**src/rtl/fofb_tf_pkg.sv**
```systemverilog
// fofb_tf_pkg: mode codes, FSM states and board defaults for the FOFB timeframe generator
package fofb_tf_pkg;
  typedef enum logic [1:0] {
    MODE_FREE   = 2'd0,
    MODE_SINGLE = 2'd1,
    MODE_SYNC   = 2'd2,
    MODE_FREE3  = 2'd3
  } tf_mode_e;
  typedef enum logic [2:0] {IDLE, HOLD, RUN, WAIT_SYNC, DONE} tf_state_e;
  localparam int TF_DEF_PERIOD = 10072;
  localparam int TF_DEF_END    = 7500;
  localparam int TF_HOLDOFF    = 10000;
endpackage

```
**src/rtl/fofb_tf_cfg_shadow.sv**
```systemverilog
// fofb_tf_cfg_shadow: validates cfg loads, keeps pending and active period/end registers
module fofb_tf_cfg_shadow #(
  parameter int PERIOD_W   = 16,
  parameter int DEF_PERIOD = 10072,
  parameter int DEF_END    = 7500
) (
  input  logic                userclk_i,
  input  logic                sys_reset_n_i,
  input  logic                cfg_load_i,
  input  logic [PERIOD_W-1:0] cfg_period_i,
  input  logic [PERIOD_W-1:0] cfg_end_i,
  input  logic                apply_i,
  output logic [PERIOD_W-1:0] period_o,
  output logic [PERIOD_W-1:0] end_o,
  output logic                pend_o,
  output logic                cfg_err_o
);
  logic [PERIOD_W-1:0] pend_period, pend_end;
  logic ok, take;
  assign ok = cfg_period_i >= PERIOD_W'(2) && cfg_end_i != '0 && cfg_end_i < cfg_period_i;
  assign take = cfg_load_i && ok;
  always_ff @(posedge userclk_i)
    if (!sys_reset_n_i) begin
      period_o    <= PERIOD_W'(DEF_PERIOD);
      end_o       <= PERIOD_W'(DEF_END);
      pend_period <= PERIOD_W'(DEF_PERIOD);
      pend_end    <= PERIOD_W'(DEF_END);
      pend_o      <= 1'b0;
      cfg_err_o   <= 1'b0;
    end else begin
      cfg_err_o <= cfg_load_i && !ok;
      if (apply_i && pend_o) begin
        period_o <= pend_period;
        end_o    <= pend_end;
      end
      if (take) begin
        pend_period <= cfg_period_i;
        pend_end    <= cfg_end_i;
      end
      pend_o <= take || (pend_o && !apply_i);
    end
endmodule

```
**src/rtl/fofb_timeframe_gen.sv**
```systemverilog
// fofb_timeframe_gen: FOFB CC timeframe start/end strobe generator with holdoff, reload and modes
module fofb_timeframe_gen
  import fofb_tf_pkg::*;
#(
  parameter int PERIOD_W   = 16,
  parameter int DEF_PERIOD = TF_DEF_PERIOD,
  parameter int DEF_END    = TF_DEF_END,
  parameter int HOLDOFF    = TF_HOLDOFF,
  parameter int HOLD_W     = 14,
  parameter int CNT_W      = 32
) (
  input  logic                userclk_i,
  input  logic                sys_reset_n_i,
  input  logic                enable_i,
  input  logic [1:0]          mode_i,
  input  logic                ext_sync_i,
  input  logic [PERIOD_W-1:0] cfg_period_i,
  input  logic [PERIOD_W-1:0] cfg_end_i,
  input  logic                cfg_load_i,
  output logic                cfg_err_o,
  output logic                timeframe_start_o,
  output logic                timeframe_end_o,
  output logic                frame_active_o,
  output logic                sync_miss_o,
  output logic [CNT_W-1:0]    frame_count_o
);
  tf_state_e state;
  logic [PERIOD_W-1:0] phase, period, end_ph;
  logic [HOLD_W-1:0] hold_cnt;
  logic sync_q, sync_qq, sync_rise, last, first, pend, apply;
  assign sync_rise = sync_q && !sync_qq;
  assign last = phase == period - PERIOD_W'(1);
  assign first = state == RUN && phase == '0;
  assign apply = pend && (state != RUN || last);
  fofb_tf_cfg_shadow #(
    .PERIOD_W  (PERIOD_W),
    .DEF_PERIOD(DEF_PERIOD),
    .DEF_END   (DEF_END)
  ) u_cfg (
    .userclk_i    (userclk_i),
    .sys_reset_n_i(sys_reset_n_i),
    .cfg_load_i   (cfg_load_i),
    .cfg_period_i (cfg_period_i),
    .cfg_end_i    (cfg_end_i),
    .apply_i      (apply),
    .period_o     (period),
    .end_o        (end_ph),
    .pend_o       (pend),
    .cfg_err_o    (cfg_err_o)
  );
  // outputs are a one-cycle registered view of the current state/phase
  always_ff @(posedge userclk_i)
    if (!sys_reset_n_i) begin
      state             <= IDLE;
      phase             <= '0;
      hold_cnt          <= '0;
      sync_q            <= 1'b0;
      sync_qq           <= 1'b0;
      timeframe_start_o <= 1'b0;
      timeframe_end_o   <= 1'b0;
      frame_active_o    <= 1'b0;
      sync_miss_o       <= 1'b0;
      frame_count_o     <= '0;
    end else begin
      sync_q            <= ext_sync_i;
      sync_qq           <= sync_q;
      timeframe_start_o <= first;
      frame_count_o     <= frame_count_o + CNT_W'(first);
      timeframe_end_o   <= state inside {IDLE, HOLD} ? 1'b0 :
                           state != RUN ? timeframe_end_o :
                           phase == end_ph ? 1'b1 :
                           phase == '0 ? 1'b0 : timeframe_end_o;
      frame_active_o    <= state == RUN;
      sync_miss_o       <= sync_rise && mode_i == MODE_SYNC && state inside {IDLE, HOLD, RUN};
      if (!enable_i) state <= IDLE;
      else
        case (state)
          IDLE: begin
            state    <= HOLDOFF == 0 ? RUN : HOLD;
            hold_cnt <= HOLD_W'(HOLDOFF > 0 ? HOLDOFF - 1 : 0);
            phase    <= '0;
          end
          HOLD:
            if (hold_cnt == '0) begin
              state <= mode_i == MODE_SYNC ? WAIT_SYNC : RUN;
              phase <= '0;
            end else hold_cnt <= hold_cnt - HOLD_W'(1);
          RUN:
            if (last) begin
              phase <= '0;
              state <= mode_i == MODE_SINGLE ? DONE : mode_i == MODE_SYNC ? WAIT_SYNC : RUN;
            end else phase <= phase + PERIOD_W'(1);
          WAIT_SYNC:
            if (sync_rise) begin
              state <= RUN;
              phase <= '0;
            end
          DONE: state <= DONE;
          default: state <= IDLE;
        endcase
    end
endmodule

```
**config.mk**
```make
export PLATFORM = sky130hd
export DESIGN_NAME = fofb_timeframe_gen
export DESIGN_NICKNAME = d
export VERILOG_FILES = /design/src/rtl/fofb_tf_pkg.sv /design/src/rtl/fofb_tf_cfg_shadow.sv /design/src/rtl/fofb_timeframe_gen.sv
export SDC_FILE = /design/constraint.sdc
export NUM_CORES = 1
export LEC_CHECK = 0
export CORE_MARGIN = 1.5
export CORE_UTILIZATION = 41
export CTS_CLUSTER_DIAMETER = 120
export DETAILED_ROUTE_END_ITERATION = 6
export GPL_TIMING_DRIVEN = 0
export PLACE_DENSITY = 0.6
export SLEW_MARGIN = 10
export SYNTH_ARGS = -nofsm -noshare
export SYNTH_HDL_FRONTEND = slang
export SYNTH_HIERARCHICAL = 1
export SYNTH_SLANG_ARGS = --single-unit
export TNS_END_PERCENT = 50
```
**constraint.sdc**
```tcl
create_clock -name userclk_i -period 8.4 [get_ports userclk_i]
set_clock_uncertainty 0.1 [all_clocks]
set_input_delay 1.68 -clock userclk_i [delete_from_list [all_inputs] [get_ports userclk_i]]
set_output_delay 1.68 -clock userclk_i [all_outputs]
set_load 0.02 [all_outputs]
```
==> impl_metrics.tcl <==
set metrics [dict create \
    status "completed" \
    drc 0 \
    synth-seq-cells 137 \
    pre_cts_slack_ns 3.85 \
    ys_seq_area_frac 0.381 \
    gp_congestion 0.922 \
    timing.hold.ws_ns 0.364 \
    rsz0062_at_grt "no" \
    whs_endpoint "u_cfg/pend_end[13]$_SDFFE_PN0P_" \
    synth_ff_type "dfxtp_1" \
    placementRows 48 \
    cts_tree "done" \
    layout-drive-gt1-share 0.0698 \
    ir_drop_mv 0.124 \
    cts_buffers 17 \
    clkSlewWorstSetupHoldPaths_ns 0.06 \
    dpl_cell_area_um2 8240 \
    htreeDepth 4 \
    hold_violations 0 \
    postCtsSetupRepairBufs 0 \
    start_kind "input pin" \
    min_path_type "reg -> reg" \
    hold_path_depth 2 \
    finalInstanceArea_um2 8870 \
    r2r-end "u_cfg/end_o[9]$_SDFFE_PN0P_" \
    slew_violations 0 \
    synth_fp_nets 898 \
    synthMuxAreaShare 0.0347 \
    synth-xor-area-share 0.0973 \
    synth_top_family_by_area "simple AND/OR/NAND/NOR gates" \
    grt_pass1_vias 5579 \
    cp_cell_sequence "clkdlybuf4s50_1 -> inv_1 -> ha_1 -> and3_1 -> a221oi_2 -> o31ai_2 -> a211oi_4 -> buf_8 -> mux2i_1" \
    synth_warnings 6 \
    first_pass_iters 4 \
    layout_commonest_cell "nand2_1" \
    antenna_found_initial 0 \
    hold_buffers 0 \
    utilization 0.514 \
    vias 5909 \
    synth.avg_cell_area_um2 8.60 \
    dieArea_um2 18400 \
    cpLargestDelayFamily "compound AO/OA/AOI/OAI gates" \
    synth_edf_count 0 \
    fin_crit_sh 0.488 \
    path_max_fanout 10 \
    reg2regPathDepth 14 \
    synth_area_um2 7200 \
    drv_cap 0 \
    critical_path_required_ns 8.65 \
    first_iter_violations 211 \
    grt_pass1_wl_um 28500 \
    fin_crit_ns 4.10 \
    timing.final.ws_setup_ns 4.30 \
    ant_nets 0 \
    fmax_mhz 244 \
    syn_inst 838 \
    chipWidth_um 136 \
    synth_compound_area_frac 0.122 \
    port_buffers 75 \
    initial_core_util 0.418 \
    slowest_delay_ns 0.57 \
    hpwl_um 13400 \
    antennaDiodeCount 0 \
    wl_um 17400 \
    min-delay-start "u_cfg/pend_end[13]$_SDFFE_PN0P_" \
    core_area_um2 17200 \
    cp.arrival_ns 4.35 \
    ios 76 \
    final_cell_mix "138 x nand2_1, 137 x dfxtp_1, 75 x clkdlybuf4s50_1" \
    worst_slew_pin_slew_ns 0.810 \
    r2r_setup_slack_ns 4.32 \
    timing_worst_setup_path_type "in -> reg" \
    syn2layout_area_growth_pct 23.1 \
    die_h_um 136 \
    r2r_start "u_cfg/period_o[1]$_SDFFE_PN0P_" \
    clockBufferDepth 2 \
    grt_max_degree 17 \
    worstSetupEndpointType "flop" \
    synth_async_sr_flop_share 0 \
    path_buf_inv 3 \
    ys_types 70 \
    cts-resized-gates 0 \
    root_buffer "clkbuf_16" \
    clock_latency_ns 0.42 \
    avgRoutedWirePerCell_um 14.9 \
    yosys.area_share.simple 0.274 \
    setup_violations 0 \
    overflow 0 \
    track_usage 0.197 \
    tns_ns 0 \
    nets 992 \
    slew_headroom 0.457 \
    power_density_nw_per_um2 185 \
    p_leak_uw 0.00339 \
    cp_slowest_cell "a211oi_4" \
    viasPerCell 5.05 \
    clock_sinks 137 \
    synth_fa_ha_area_frac 0.0379 \
]
[synth_stat cells, types with 4 or more instances]
cell,number,area share
xor2_1,32,0.039
nand3b_1,4,0.0042
xnor2_1,48,0.058
nand2_1,138,0.072
nand3_1,32,0.022
and2_1,33,0.029
o21ai_0,14,0.0097
inv_1,39,0.020
nor4_1,20,0.017
nand2b_1,4,0.0035
mux2i_1,25,0.035
a21boi_0,30,0.031
nor2b_1,16,0.014
and3_1,10,0.0087
nor3_1,15,0.010
nor2_1,37,0.019
a21o_1,4,0.0042
ha_1,21,0.036
or3_1,8,0.0069
o211ai_1,14,0.015
nand4_1,20,0.017
nor2_2,10,0.0087
a21oi_1,11,0.0076
dfxtp_1,137,0.38
clkbuf_1,37,0.019
a2111o_1,7,0.011
buf_1,4,0.0021
[kinds of logic after synthesis]
group | count (synthesis)
buffers and inverters | 87
AOI/OAI and AO/OA | 112
and+or+nand+nor | 375
adders and majority gates | 22
xor gates and xnor gates | 80
muxes | 25
DFF | 137
[power breakdown]
group	switching [µW]	internal, µW	total (µW)
logic	84.1	70.8	155
registers	17.1	673	690
clock network	281	513	794
total	382	1260	1640
[registers in the layout, indices dropped and copies added (netlist names)]
| register | count |
|---|---|
| frame_count_o | 32 |
| phase | 16 |
| u_cfg/end_o | 16 |
| u_cfg/pend_end | 16 |
| u_cfg/pend_period | 16 |
| u_cfg/period_o | 16 |
| hold_cnt | 14 |
| state | 3 |
| frame_active_o | 1 |
| sync_miss_o | 1 |
| sync_q | 1 |
| sync_qq | 1 |
| timeframe_end_o | 1 |
| timeframe_start_o | 1 |
| u_cfg/cfg_err_o | 1 |
| u_cfg/pend_o | 1 |
[worst max path at each step]
| stage | cells after the start | to | slack, ns | from |
|---|---|---|---|---|
| after global routing | 14 | u_cfg/end_o[7]$_SDFFE_PN0P_ | 4.01 | u_cfg/period_o[1]$_SDFFE_PN0P_ |
| after floorplan | 8 | u_cfg/pend_end[0]$_SDFFE_PN0P_ | 4.74 | cfg_period_i[7] |
| final | 9 | u_cfg/pend_period[14]$_SDFFE_PN0P_ | 4.30 | cfg_period_i[7] |
| after global placement | 9 | u_cfg/pend_end[11]$_SDFFE_PN1P_ | 3.86 | cfg_period_i[7] |
| after detailed placement | 9 | u_cfg/pend_period[11]$_SDFFE_PN0P_ | 3.85 | cfg_period_i[7] |
| after CTS | 9 | u_cfg/pend_period[14]$_SDFFE_PN0P_ | 4.29 | cfg_period_i[7] |
[metal layers]
metal / global-route usage / wire [µm]
met1: 0.248 / 8250
met2: 0.339 / 8410
met3: 0.0385 / 559
met4: 0.0562 / 174
met5: 0 / 0
[worst reg2reg max path: stages (launching register included)]
cell and delay (ns):
dfxtp_1 0.40, inv_1 0.10, ha_1 0.13, buf_2 0.17, nor4b_1 0.63, o2111ai_1 0.21
a311o_1 0.42, nor4_4 0.37, a21oi_2 0.19, nor2b_1 0.20, and2_1 0.15, clkbuf_1 0.23
clkbuf_1 0.43, nand2_1 0.13, a21boi_0 0.16
[per-stage QoR]
step	power (µW)	std cells
floorplan	803	838
global placement	858	1138
detailed placement	858	1138
CTS	1650	1170
global route	1700	1170
finish	1640	1170
[final cells by class]
class	instances	area [µm²]
fillers	1660	8370
multi-input cells	614	4070
flip-flops and latches	137	2740
repair buffers	75	751
clock buffers	21	460
well taps	225	282
plain buffers	48	243
clock inverters	11	169
inverters	39	146
Note: power is estimated with default switching activity, not from simulation.
==> variant 1: new RTL, same settings <==
Put a register stage on the output `cfg_err_o`, without a reset. The value now appears one clock later. The other outputs are not delayed to match.
--- a/src/rtl/fofb_timeframe_gen.sv
+++ b/src/rtl/fofb_timeframe_gen.sv
@@ -24,6 +24,8 @@
   output logic                sync_miss_o,
   output logic [CNT_W-1:0]    frame_count_o
 );
+
+  logic cfg_err_d;
   tf_state_e state;
   logic [PERIOD_W-1:0] phase, period, end_ph;
   logic [HOLD_W-1:0] hold_cnt;
@@ -46,7 +48,7 @@
     .period_o     (period),
     .end_o        (end_ph),
     .pend_o       (pend),
-    .cfg_err_o    (cfg_err_o)
+    .cfg_err_o    (cfg_err_d)
   );
   // outputs are a one-cycle registered view of the current state/phase
   always_ff @(posedge userclk_i)
@@ -99,5 +101,9 @@
           default: state <= IDLE;
         endcase
     end
+  always_ff @(posedge userclk_i) begin
+      cfg_err_o <= cfg_err_d;
+  end
+
 endmodule
 
Function: changed (Yosys sat finds a counterexample within 4 cycles, from zero or initial values and one cycle with sys_reset_n_i low).
==> variant 1 against the original RTL <==
Sequential cell count is 1 higher. Wire length is 1.2% higher. Setup slack worse by 0.028 ns. Largest cell class unchanged. Hold slack worse by 0.13 ns. Maximum frequency is 0.67% lower. Area after synthesis is 0.28% higher. Non-clock buffer count stayed put. Cell area is 0.71% higher. Total power is 3.7% higher. Largest power group unchanged. Critical path depth is 6 higher. Sequential power is 0.7% higher.
==> variant 1: results (changes against the original RTL) <==
outcome=completed (unchanged); Final nets=993 (was 992); Post-synth top cells=dfxtp_1, nand2_1, xnor2_1, inv_1 (was nand2_1, dfxtp_1, xnor2_1, inv_1); DR pass1 iterations=5 (was 4); main flop type after synthesis=dfxtp_1 (unchanged); Critical R2R Launch=u_cfg/period_o[0] (was u_cfg/period_o[1]); Fin Hold WS=0.232 ns (was 0.364 ns); total leakage power=3.42 nW (was 3.39 nW); first-pass GRT wire length=28.8 mm (was 28.5 mm); Initial DRC Count=281 (was 211); number of fill cells=1,600 (was 1,660); setup tns final=0 ns (unchanged); routed len/inst=15.0 um (was 14.9 um); Seq/Total Area, Yosys=38.2% (was 38.1%); hold path depth=0 (was 2); worst vdd ir=0.149 mV (was 0.124 mV); CP peak stage delay=0.62 ns (was 0.57 ns); vias in the first global route=5,709 (was 5,579); Biggest register=frame_count_o (unchanged); r2r worst-path depth=15 (was 14); register-to-register setup slack=4.27 ns (was 4.32 ns); CP top delay family=simple AND/OR/NAND/NOR gates (was compound AO/OA/AOI/OAI gates); Area contributors post-synth=dfxtp_1, nand2_1, xnor2_1, xor2_1, ha_1 (unchanged); largest net degree at the start of global routing=17 (unchanged); post-synthesis async set-or-reset flop share=0% (unchanged); clock latency on the worst-skew pair=0.42 ns (about the same); CP Class=flip-flop to flip-flop (was input pin to flip-flop); Worst-path clk slew=0.06 ns (about the same); DPL Wire Length=13.4 mm (about the same); CP Max Fanout=10 (unchanged); slack of the critical path=4.27 ns (was 4.30 ns); Max Root-Sink Buffers=2 (unchanged); Worst Hold Launch=u_cfg/cfg_err_o (was u_cfg/pend_end[13]); Synth Net Count=899 (was 898); Setup Fix Bufs, Post-CTS=0 (unchanged); Critical Path AT=4.37 ns (was 4.35 ns); Crit-path slowest cell=nor4b_1 (was a211oi_4); IO buf count=75 (unchanged); max-cap viol count=0 (unchanged); Ys Warns=6 (unchanged); Worst setup endpoint=u_cfg/end_o[13] (was u_cfg/pend_period[14]); worst min-delay path category=flip-flop to flip-flop (unchanged); H-tree levels=4 (unchanged); max_slew headroom=47.9% (was 45.7%); vias after detailed routing=6,081 (was 5,909); Num CTS Buffers=17 (unchanged); layout cells sized above 1=7.08% (was 6.98%); pre-CTS setup slack=3.90 ns (was 3.85 ns); routability cong.=0.863 (was 0.922); GRT Util Overall=19.8% (was 19.7%); ant diodes=0 (unchanged); PostCTS Resize Cnt=0 (unchanged)
==> variant 1: cell count changes in the layout (fill, tap and decap cells not counted), sizes merged <==
cell      change
bufinv        +2
clkbuf        -3
clkinvlp      -1
dfxtp         +1
inv           +2
==> variant 1: final cells by class <==
class	count	area (um2)	share of cell area [%]
multi-input cells	614	4070	45.6
flip-flops and latches	138	2760	30.9
repair buffers	75	751	8.41
clock buffers	18	429	4.81
well taps	225	282	3.15
clock inverters	14	243	2.72
plain buffers	48	243	2.72
inverters	39	146	1.64
==> variant 1: metal layers <==
layer / share of wire (%) / vias to the layer above / GRT usage, %
met5: 0 / - / 0
met4: 1.3 / 0 / 5.56
met3: 3.3 / 17 / 3.59
met2: 48 / 130 / 33.9
met1: 48 / 2842 / 25.4
li1: - / 3092 / -
==> variant 1: cells by family after synthesis <==
logic type                 Yosys count  synth area share (%)
buffers and inverters               87                  5.39
muxes                               25                  3.46
adders and majority gates           22                  3.78
AOI/OAI and AO/OA                  112                  12.2
xor gates and xnor gates            80                  9.70
DFF                                138                  38.2
and+or+nand+nor                    375                  27.3
==> variant 1: per-stage QoR <==
step	cell area [um2]	instances	total power, mW
global placement	8260	1139	0.863
CTS	8930	1171	1.72
floorplan	7220	839	0.808
finish	8930	1171	1.70
global route	8930	1171	1.76
detailed placement	8260	1139	0.863
==> variant 1: how the worst min path moves through the flow <==
stage	end
floorplan	cfg_err_o
global placement	cfg_err_o
detailed placement	cfg_err_o
CTS	cfg_err_o
global route	cfg_err_o
finish	cfg_err_o
==> variant 1: power breakdown <==
group,internal (mW),switching [mW]
registers,0.678,0.0172
logic,0.0709,0.0835
clock network,0.560,0.290
total,1.31,0.390
==> variant 2: new RTL, config.mk and constraints unchanged <==
Without the edit above. Change the parameter `HOLD_W` from 14 to 7.
--- a/src/rtl/fofb_timeframe_gen.sv
+++ b/src/rtl/fofb_timeframe_gen.sv
@@ -6,7 +6,7 @@
   parameter int DEF_PERIOD = TF_DEF_PERIOD,
   parameter int DEF_END    = TF_DEF_END,
   parameter int HOLDOFF    = TF_HOLDOFF,
-  parameter int HOLD_W     = 14,
+  parameter int HOLD_W     = 7,
   parameter int CNT_W      = 32
 ) (
   input  logic                userclk_i,
Function: same outputs for any inputs over 10 cycles, from zero or initial values and one cycle with sys_reset_n_i low; that may be too few to reach the edited logic, so the function may still have changed.
==> variant 2 against the original RTL <==
Sequential share of layout area up 0.13 points. Wire length down 7.5%. Global-route usage down 0.074 points. Hold slack worse by 0.052 ns. Sequential cell count down 7. Setup slack better by 0.039 ns. Cell area down 5.5%. Die area down 5.8%. Total power down 8.2%. Register-to-register slack better by 0.23 ns. Critical path depth unchanged. Non-clock buffer count down 4. Area after synthesis down 5.9%.
==> variant 2: results (changes against the original RTL) <==
CTS root buf=clkbuf_16 (unchanged); layout cells sized above 1=5.74% (was 6.98%); Critical Path AT=4.30 ns (was 4.35 ns); Num CTS Buffers=17 (unchanged); Yosys cell types=61 (was 70); max reg flops=32 (unchanged); Seq/Total Area, Yosys=38.4% (was 38.1%); routing usage on met1=25.4% (was 24.8%); outcome=completed (unchanged); Final nets=955 (was 992); ant diodes=0 (unchanged); total leakage power=3.19 nW (was 3.39 nW); routability cong.=0.863 (was 0.922); Slew @ Worst Pin=0.765 ns (was 0.810 ns); GR Util met2=31.9% (was 33.9%); worst vdd ir=0.146 mV (was 0.124 mV); main flop type after synthesis=dfxtp_1 (unchanged); largest net degree at the start of global routing=17 (unchanged); vias in the first global route=5,409 (was 5,579); max-cap viol count=0 (unchanged); Placed Instances=1,091 (was 1,138); Synth Area in XOR/XNOR=9.43% (was 9.73%); area fraction in compound gates after synthesis=12.1% (was 12.2%); routed len/inst=14.3 um (was 14.9 um); IO buf count=75 (unchanged); Initial DRC Count=206 (was 211); first-pass GRT wire length=27.1 mm (was 28.5 mm); PostCTS Resize Cnt=0 (unchanged); Global Route met3 Usage=4.05% (was 3.85%); Area contributors post-synth=dfxtp_1, nand2_1, xnor2_1, mux2i_1, ha_1 (was dfxtp_1, nand2_1, xnor2_1, xor2_1, ha_1); Worst-path clk slew=0.06 ns (about the same); antenna violations before repair=0 (unchanged); Mean Syn Cell Area=8.48 um2 (was 8.60 um2); worst min-delay path category=flip-flop to flip-flop (unchanged); DR pass1 iterations=5 (was 4); DPL Wire Length=12.2 mm (was 13.4 mm); CP Max Fanout=10 (unchanged); Setup Fix Bufs, Post-CTS=0 (unchanged); clock latency on the worst-skew pair=0.42 ns (about the same); Top Usage Layer GRT=met2 (unchanged); Post-synth top cells=nand2_1, dfxtp_1, xnor2_1, nor2_1 (was nand2_1, dfxtp_1, xnor2_1, inv_1); post-DR vias/cell=5.04 (was 5.05); Synth Net Count=861 (was 898); DRT Wirelength=16.1 mm (was 17.4 mm); post-synthesis async set-or-reset flop share=0% (unchanged); multiplexer share of the synthesized area=4.13% (was 3.47%); Biggest register=frame_count_o (unchanged); Ys Warns=6 (unchanged); H-tree levels=4 (unchanged); Synth Area in Adders=4.06% (was 3.79%); GRT Util Overall=19.6% (was 19.7%); Max Root-Sink Buffers=2 (unchanged)
variant 2: cell types whose count changed in the layout (fill, tap and decap cells not counted), moves of 6 or more:
cell     before  now
dfxtp_1     137  130
nand2_1     138  146
nor2_1       37   43
nor2_2       10    0
nor4_1       20   12
xor2_1       32   21
variant 2: report_power, final:
| group | switching (mW) | internal [mW] | total, mW |
|---|---|---|---|
| combinational | 0.0771 | 0.0648 | 0.142 |
| sequential | 0.0138 | 0.638 | 0.651 |
| clock | 0.265 | 0.445 | 0.710 |
| total | 0.356 | 1.15 | 1.50 |
variant 2: area by class of cell:
class,count,area (um2)
well taps,216,270
multi-input cells,590,3840
inverters,36,135
plain buffers,44,204
flip-flops and latches,130,2600
fillers,1628,7620
clock buffers,24,502
repair buffers,75,751
clock inverters,7,73.8
variant 2: stage by stage:
step           setup slack [ns]  hold WS (ns)  cell area (um2)
6_report                   4.34         0.312             8380
5_1_grt                    4.17         0.345             8380
4_1_cts                    4.33         0.312             8380
3_5_place_dp               3.91         0.302             7800
3_3_place_gp               3.89         0.302             7800
2_1_floorplan              4.74         0.287             6780
variant 2: final timing paths:
path | slack, ns | to | start | cells after the start
max | 4.34 | u_cfg/pend_period[5] | cfg_period_i[7] | 9
min | 0.31 | sync_miss_o | sync_qq | 1
max reg2reg | 4.55 | u_cfg/period_o[7] | u_cfg/period_o[2] | 13
min reg2reg | 0.31 | sync_miss_o | sync_qq | 1
variant 2: layer usage:
metal / part of all wire, % / wire length, um
met1: 49 / 7840
met2: 46 / 7410
met3: 3.5 / 561
met4: 1.8 / 288
met5: 0 / 0
variant 2: worst max-delay path: stages:
cell             delay (ns)
clkdlybuf4s50_1        0.53
inv_1                  0.06
ha_1                   0.31
and3_1                 0.22
a221oi_2               0.29
o31ai_2                0.22
a211oi_4               0.56
buf_8                  0.23
mux2i_1                0.20
